<file path="config.mk">
export PLATFORM = sky130hd
export DESIGN_NAME = serial_adder
export DESIGN_NICKNAME = d
export VERILOG_FILES = /design/src/rtl/serial_adder.sv
export SDC_FILE = /design/constraint.sdc
export NUM_CORES = 1
export LEC_CHECK = 0
export CAP_MARGIN = 20
export CORE_MARGIN = 10
export CORE_UTILIZATION = 35
export DETAILED_ROUTE_END_ITERATION = 8
export GPL_TIMING_DRIVEN = 1
export PLACE_DENSITY_LB_ADDON = 0.08
export SYNTH_ARGS = -nofsm -noshare
export SYNTH_HDL_FRONTEND = slang
export SYNTH_SLANG_ARGS = --single-unit
</file>
<file path="constraint.sdc">
create_clock -name clk -period 1.3 [get_ports clk]
set_input_delay 0.26 -clock clk [delete_from_list [all_inputs] [get_ports clk]]
set_output_delay 0.26 -clock clk [all_outputs]
set_load 0.01 [all_outputs]
</file>
<file path="src/rtl/serial_adder.sv">
// Bit-serial adder/subtractor: one full-adder cell with a registered carry,
// operands consumed LSB-first, WIDTH+2 cycles per accepted operation.
module serial_adder #(
  parameter int WIDTH = 8
) (
  input  logic             clk,
  input  logic             rst,
  input  logic             start,
  input  logic             sub,
  input  logic [WIDTH-1:0] a,
  input  logic [WIDTH-1:0] b,
  input  logic             cin,
  output logic             busy,
  output logic             done,
  output logic [WIDTH-1:0] sum,
  output logic             carry,
  output logic             overflow
);

  localparam int CW = $clog2(WIDTH + 1);
  localparam logic [CW-1:0] LAST = CW'(WIDTH - 1);

  localparam logic [1:0] IDLE = 2'd0;
  localparam logic [1:0] RUN  = 2'd1;
  localparam logic [1:0] DONE = 2'd2;

  logic [1:0]       state;
  logic [WIDTH-1:0] a_sr;
  logic [WIDTH-1:0] b_sr;
  logic [WIDTH-1:0] sum_sr;
  logic             c_reg;
  logic [CW-1:0]    cnt;

  logic             bit_s;
  logic             bit_c;
  logic [WIDTH-1:0] sum_nxt;

  function automatic logic fa_sum(input logic x, input logic y, input logic z);
    return x ^ y ^ z;
  endfunction

  function automatic logic fa_carry(input logic x, input logic y, input logic z);
    return (x & y) | (x & z) | (y & z);
  endfunction

  // Full-adder cell on the current LSBs; the new sum bit enters at the MSB
  always_comb begin
    bit_s   = fa_sum(a_sr[0], b_sr[0], c_reg);
    bit_c   = fa_carry(a_sr[0], b_sr[0], c_reg);
    sum_nxt = sum_sr >> 1;
    sum_nxt[WIDTH-1] = bit_s;
  end

  always_ff @(posedge clk) begin
    if (rst) begin
      state    <= IDLE;
      a_sr     <= '0;
      b_sr     <= '0;
      sum_sr   <= '0;
      c_reg    <= 1'b0;
      cnt      <= '0;
      sum      <= '0;
      carry    <= 1'b0;
      overflow <= 1'b0;
    end else begin
      case (state)
        IDLE: begin
          if (start) begin
            // Subtract as a + ~b + 1; cin only matters for add
            a_sr  <= a;
            b_sr  <= sub ? ~b : b;
            c_reg <= sub ? 1'b1 : cin;
            cnt   <= '0;
            state <= RUN;
          end
        end
        RUN: begin
          a_sr   <= a_sr >> 1;
          b_sr   <= b_sr >> 1;
          c_reg  <= bit_c;
          sum_sr <= sum_nxt;
          cnt    <= cnt + 1'b1;
          if (cnt == LAST) begin
            // c_reg is the carry into the MSB here, bit_c the carry out of it
            sum      <= sum_nxt;
            carry    <= bit_c;
            overflow <= c_reg ^ bit_c;
            state    <= DONE;
          end
        end
        DONE: state <= IDLE;
        default: state <= IDLE;
      endcase
    end
  end

  assign busy = (state == RUN);
  assign done = (state == DONE);

endmodule
</file>
# ---- After elaboration in Yosys (flattened, before gate mapping)
# Index checks and enable logic that the tools add are counted.
# Widths: inputs -> output; s select.
dict set report totals {
  reg_bits 41
  elab_cells 42
}
dict set report classes {
  n_addsub 1
  n_eq_ne 5
  muxes 13
  n_bitwise 9
  n_reduce_logical 5
}
# operator n
set ops {}
lappend ops {{$pmux 8 s2} 2}
lappend ops {{$mux 8} 3}
lappend ops {{$not 8->8} 1}
lappend ops {{$pmux 4 s2} 1}
lappend ops {{$reduce_and 2->1} 3}
lappend ops {{$add 4x1->4 const B} 1}
lappend ops {{$eq 4x3->1 const B} 1}
lappend ops {{$mux 2} 2}
lappend ops {{$mux 4} 1}
lappend ops {{$pmux 2 s2} 1}
lappend ops {{$and 1x1->1} 3}
lappend ops {{$xor 1x1->1} 3}
lappend ops {{$eq 2x1->1 const B} 1}
lappend ops {{$eq 2x2->1 const B} 1}
lappend ops {{$logic_not 2->1} 1}
lappend ops {{$mux 1} 2}
lappend ops {{$ne 2x1->1 const B} 1}
lappend ops {{$ne 2x2->1 const B} 1}
lappend ops {{$or 1x1->1} 2}
lappend ops {{$pmux 1 s2} 1}
lappend ops {{$reduce_bool 2->1} 1}

# ---- Logic depth before layout (Yosys ltp)
dict set report depth {
  word_depth 4
  depth_mapped 6
  depth_no_buf 4
}

# ---- Least setup slack after synthesis
# Ideal clock, no wire load.
dict set report synth_path {
  path_type {register to register}
  startpoint {register cnt[0]}
  endpoint {register sum[0]}
  setup_time_ns 0.116
  arrival_time_ns 1.257
  required_time_ns 1.184
  path_slack_ns -0.073
  stages_incl_launch_ff 6
  path_buffers 1
  period_less_slack_ns 1.373
  cell_sequence {dfxtp_1 > ha_1 > and3b_1 > and2_1 > buf_4 > a31o_2}
}
dict set report synth_via {
  elab_chain_len 2
}
# item line
set synth_rtl {}
lappend synth_rtl {{start: declaration} 32} ;# logic [CW-1:0] cnt;
lappend synth_rtl {{start signal: assignment} 82} ;# cnt <= cnt + 1'b1;
lappend synth_rtl {{$eq 4x3->1} 83} ;# if (cnt == LAST) begin
lappend synth_rtl {{$reduce_and 2->1 (no line)} n/a}
lappend synth_rtl {{end signal: assignment} 85} ;# sum <= sum_nxt;
lappend synth_rtl {{end: declaration} 15} ;# output logic [WIDTH-1:0] sum,
# No other way between the ends.
# A chain may end at the register's enable or synchronous reset.

# ---- Worst setup path after layout
dict set report layout_path {
  startpoint {register state[0]}
  endpoint {register carry}
}
dict set report layout_via {
  elab_chain_len 2
}
# item line
set layout_rtl {}
lappend layout_rtl {{start: declaration} 27} ;# logic [1:0] state;
lappend layout_rtl {{start signal: assignment} 56} ;# state <= IDLE;
lappend layout_rtl {{start signal: assignment} 74} ;# state <= RUN;
lappend layout_rtl {{start signal: assignment} 88} ;# state <= DONE;
lappend layout_rtl {{$eq 2x1->1} 66} ;# case (state)
lappend layout_rtl {{$reduce_and 2->1 (no line)} n/a}
lappend layout_rtl {{end signal: assignment} 86} ;# carry <= bit_c;
lappend layout_rtl {{end: declaration} 16} ;# output logic carry,
# No other way between the ends.

==> run_results.csv <==
group,metric,value,unit
outcome,violations,"negative setup slack",
timing,fin_ws,-0.003931,ns
synth,ys_seq_elements,40,
timing,slew_headroom,83.43,%
global_route,grt_max_degree,26,
cells_and_area,area_growth,39.70,%
timing,setup_violations,1,
placement,io_buffers,32,
clock_tree,clock_path_buffers,2,
synth,synth.net_count,216,
floorplanning,rows,25,
drt,num_vias,1550,
timing,max_freq,766.9,MHz
clock_tree,htreeDepth,2,
placement,dp_worst_setup_slack,-0.2999,ns
drt,drt_pass1_iterations,4,
cells_and_area,reg_top3,"a_sr: 8 flops, b_sr: 8 flops, sum: 8 flops",
timing,min_period,1.304,ns
timing,finClkSkew,0.008892,ns
placement,dp_hpwl,3.153,mm
power,power_density,1116,mW/mm^2
setup_path,worstPathArrival,1.48,ns
hold_path,hp-class,"flip-flop to flip-flop",
setup_path,endpoint_kind,"flip-flop",
drt,drc,0,
drt,via_per_inst,5.016,
placement,placedCellCount,299,
timing,hold_ws,0.4659,ns
cells_and_area,fill_cells,471,
clock_tree,clkLatencyLatePin,0.29,ns
floorplanning,coreArea,0.004755,mm^2
timing,final.period_utilization,100.3,%
outcome,status,"complete, but fails checks",
power,power_leakage,0.0009512,uW
clock_tree,cts_tree,"built",
cells_and_area,seqCellArea,808.3,um^2
timing,rsz0062_at_grt,"yes",
clock_tree,cts_made_buffers,5,
cells_and_area,antenna_cells,0,
setup_path,worstSetupPathType,"flip-flop to flip-flop",
cells_and_area,most-common-layout-cells,"dfxtp_1, a21oi_1, nand2_1",
synth,ys_types,34,
drt,drt_iter0_markers,41,
floorplanning,start_util,36.39,%
cells_and_area,fin_cells,309,
setup_path,startpoint_type,"flip-flop",
drt,postRouteAntennaNets,0,
setup_path,cp_max_fo,6,
clock_tree,cts_sinks,40,
clock_tree,cts_setup_buffers,0,
global_route,overflow,0,
floorplanning,die_w,90.32,um
floorplanning,die_y,90.32,um
cells_and_area,drive_above_1_share,26.03,%
power,power,2698,uW
floorplanning,dieArea,0.008157,mm^2
cells_and_area,final_cell_area,0.002417,mm^2
drt,wl_per_cell,14.37,um
floorplanning,pin_count,33,
placement,routabilityCongestion,0.8005,
timing,drv_slew,0,
power,vdd_drop_max,0.5406,mV
drt,postRouteWirelength,4.440,mm
clock_tree,cts_root_buf,"clkbuf_8",
timing,tightest_slew,0.2452,ns
cells_and_area,fin_nets,264,
setup_path,worstPathRequired,1.48,ns
run,drv_cap,0,
synth,synth_seq_area_share,46.28,%
timing,hold_viol,0,
synth,synth_area,0.001730,mm^2
placement,placedInstanceArea,0.002225,mm^2
global_route,antenna_found_initial,0,
synth,synth_warnings,0,
clock_tree,path_clk_slew,0.07,ns
synth,syn_avg_cell_area,8.966,um^2
synth,synthCells,193,
global_route,grt_pass1_wl,7.652,mm
global_route,grt_pass1_vias,1612,
cells_and_area,final_common_cell,"dfxtp_1",
cells_and_area,multi_input_area,895.9,um^2
global_route,grtUsageTotal,11.26,%
-- layer usage --
layer / global-route usage [%] / wire, um / vias up
met5: 0 / 0 / -
li1: - / - / 784
met3: 4.489 / 235 / 6
met1: 12.57 / 1971 / 729
met2: 19.19 / 2191 / 31
met4: 3.448 / 40 / 0
-- critical path, stage by stage, from the launching register on --
cell     delay (ns)
dfxtp_4        0.38
buf_6          0.12
and3b_2        0.25
buf_6          0.16
a21oi_1        0.07
a31o_2         0.21
-- final cells by class --
type                    instances  share of cell area, %
multi-input cells             136                  37.06
flip-flops and latches         40                  33.44
repair buffers                 55                  21.01
well taps                      67                  3.468
clock buffers                   6                  3.002
clock inverters                 2                  1.449
inverters                       3                 0.5694
-- kinds of logic after synthesis --
kind of cell             count (synthesis)  synth area share (%)
AO/OA/AOI/OAI                           75                 27.04
adder cells (fa/ha/maj)                  2                 1.880
flip-flops                              40                 46.28
buffers and inverters                   18                 6.001
AND/OR/NAND/NOR                         49                 14.25
XOR/XNOR                                 9                 4.556
-- final timing paths --
check,from,endpoint,slack [ns],depth (start not counted)
setup / recovery,state[0]$_SDFFE_PP0P_,carry$_SDFFE_PP0P_,-0.004,5
hold / removal,sum_sr[1]$_SDFFE_PP0N_,sum_sr[1]$_SDFFE_PP0N_,0.47,2
setup reg to reg,state[0]$_SDFFE_PP0P_,carry$_SDFFE_PP0P_,-0.004,5
hold reg to reg,sum_sr[1]$_SDFFE_PP0N_,sum_sr[1]$_SDFFE_PP0N_,0.47,2
-- where the power goes --
group | total [uW] | switching [uW] | internal, uW | leakage (uW)
combinational | 387 | 181 | 205 | 0.000568
sequential | 1320 | 38.2 | 1280 | 0.000328
clock | 991 | 421 | 570 | 0.0000552
total | 2700 | 641 | 2060 | 0.000951
-- stage by stage --
stage	setup TNS, ns	utilization [%]
2_1_floorplan	0	-
3_3_place_gp	-3.946	46.79
3_5_place_dp	-4.953	46.79
4_1_cts	-0.01603	50.08
5_1_grt	-0.4207	50.84
6_report	-0.003931	50.84
-- cell usage after synthesis, drive strengths merged --
| cell type | number | area [um^2] |
|---|---|---|
| o21ai | 8 | 40.04 |
| o21a | 2 | 15.01 |
| o221a | 1 | 11.26 |
| a31o | 9 | 78.83 |
| nor2b | 2 | 12.51 |
| ha | 1 | 12.51 |
| xnor2 | 9 | 78.83 |
| a31oi | 2 | 12.51 |
| buf | 9 | 67.56 |
| nand3 | 2 | 10.01 |
| and2 | 1 | 6.260 |
| o21ba | 1 | 10.01 |
| o22ai | 7 | 43.79 |
| dfxtp | 40 | 800.8 |
| and3 | 1 | 6.260 |
| a2111oi | 1 | 8.760 |
| clkbuf | 6 | 22.52 |
| inv | 3 | 13.77 |
| nand2b | 10 | 62.56 |
| nor4b | 1 | 8.760 |
| a21oi | 33 | 165.2 |
| or3 | 1 | 6.260 |
| nand3b | 1 | 7.510 |
| nor2 | 3 | 11.26 |
| a211oi | 2 | 15.01 |
| o21bai | 1 | 7.510 |
| and3b | 1 | 8.760 |
| nand2 | 25 | 93.84 |
| a22oi | 8 | 60.06 |
| nor3b | 1 | 12.51 |
| fa | 1 | 20.02 |
-- repair_timing --
action,4_1_cts,5_1_grt
cloned,2,0
pin swaps,1,5
resized for setup,35,13
hold buffers,0,0
endpoints found under the hold margin,0,0
endpoints found under the setup margin,24,21
Note: power is estimated with default switching activity, not from simulation.
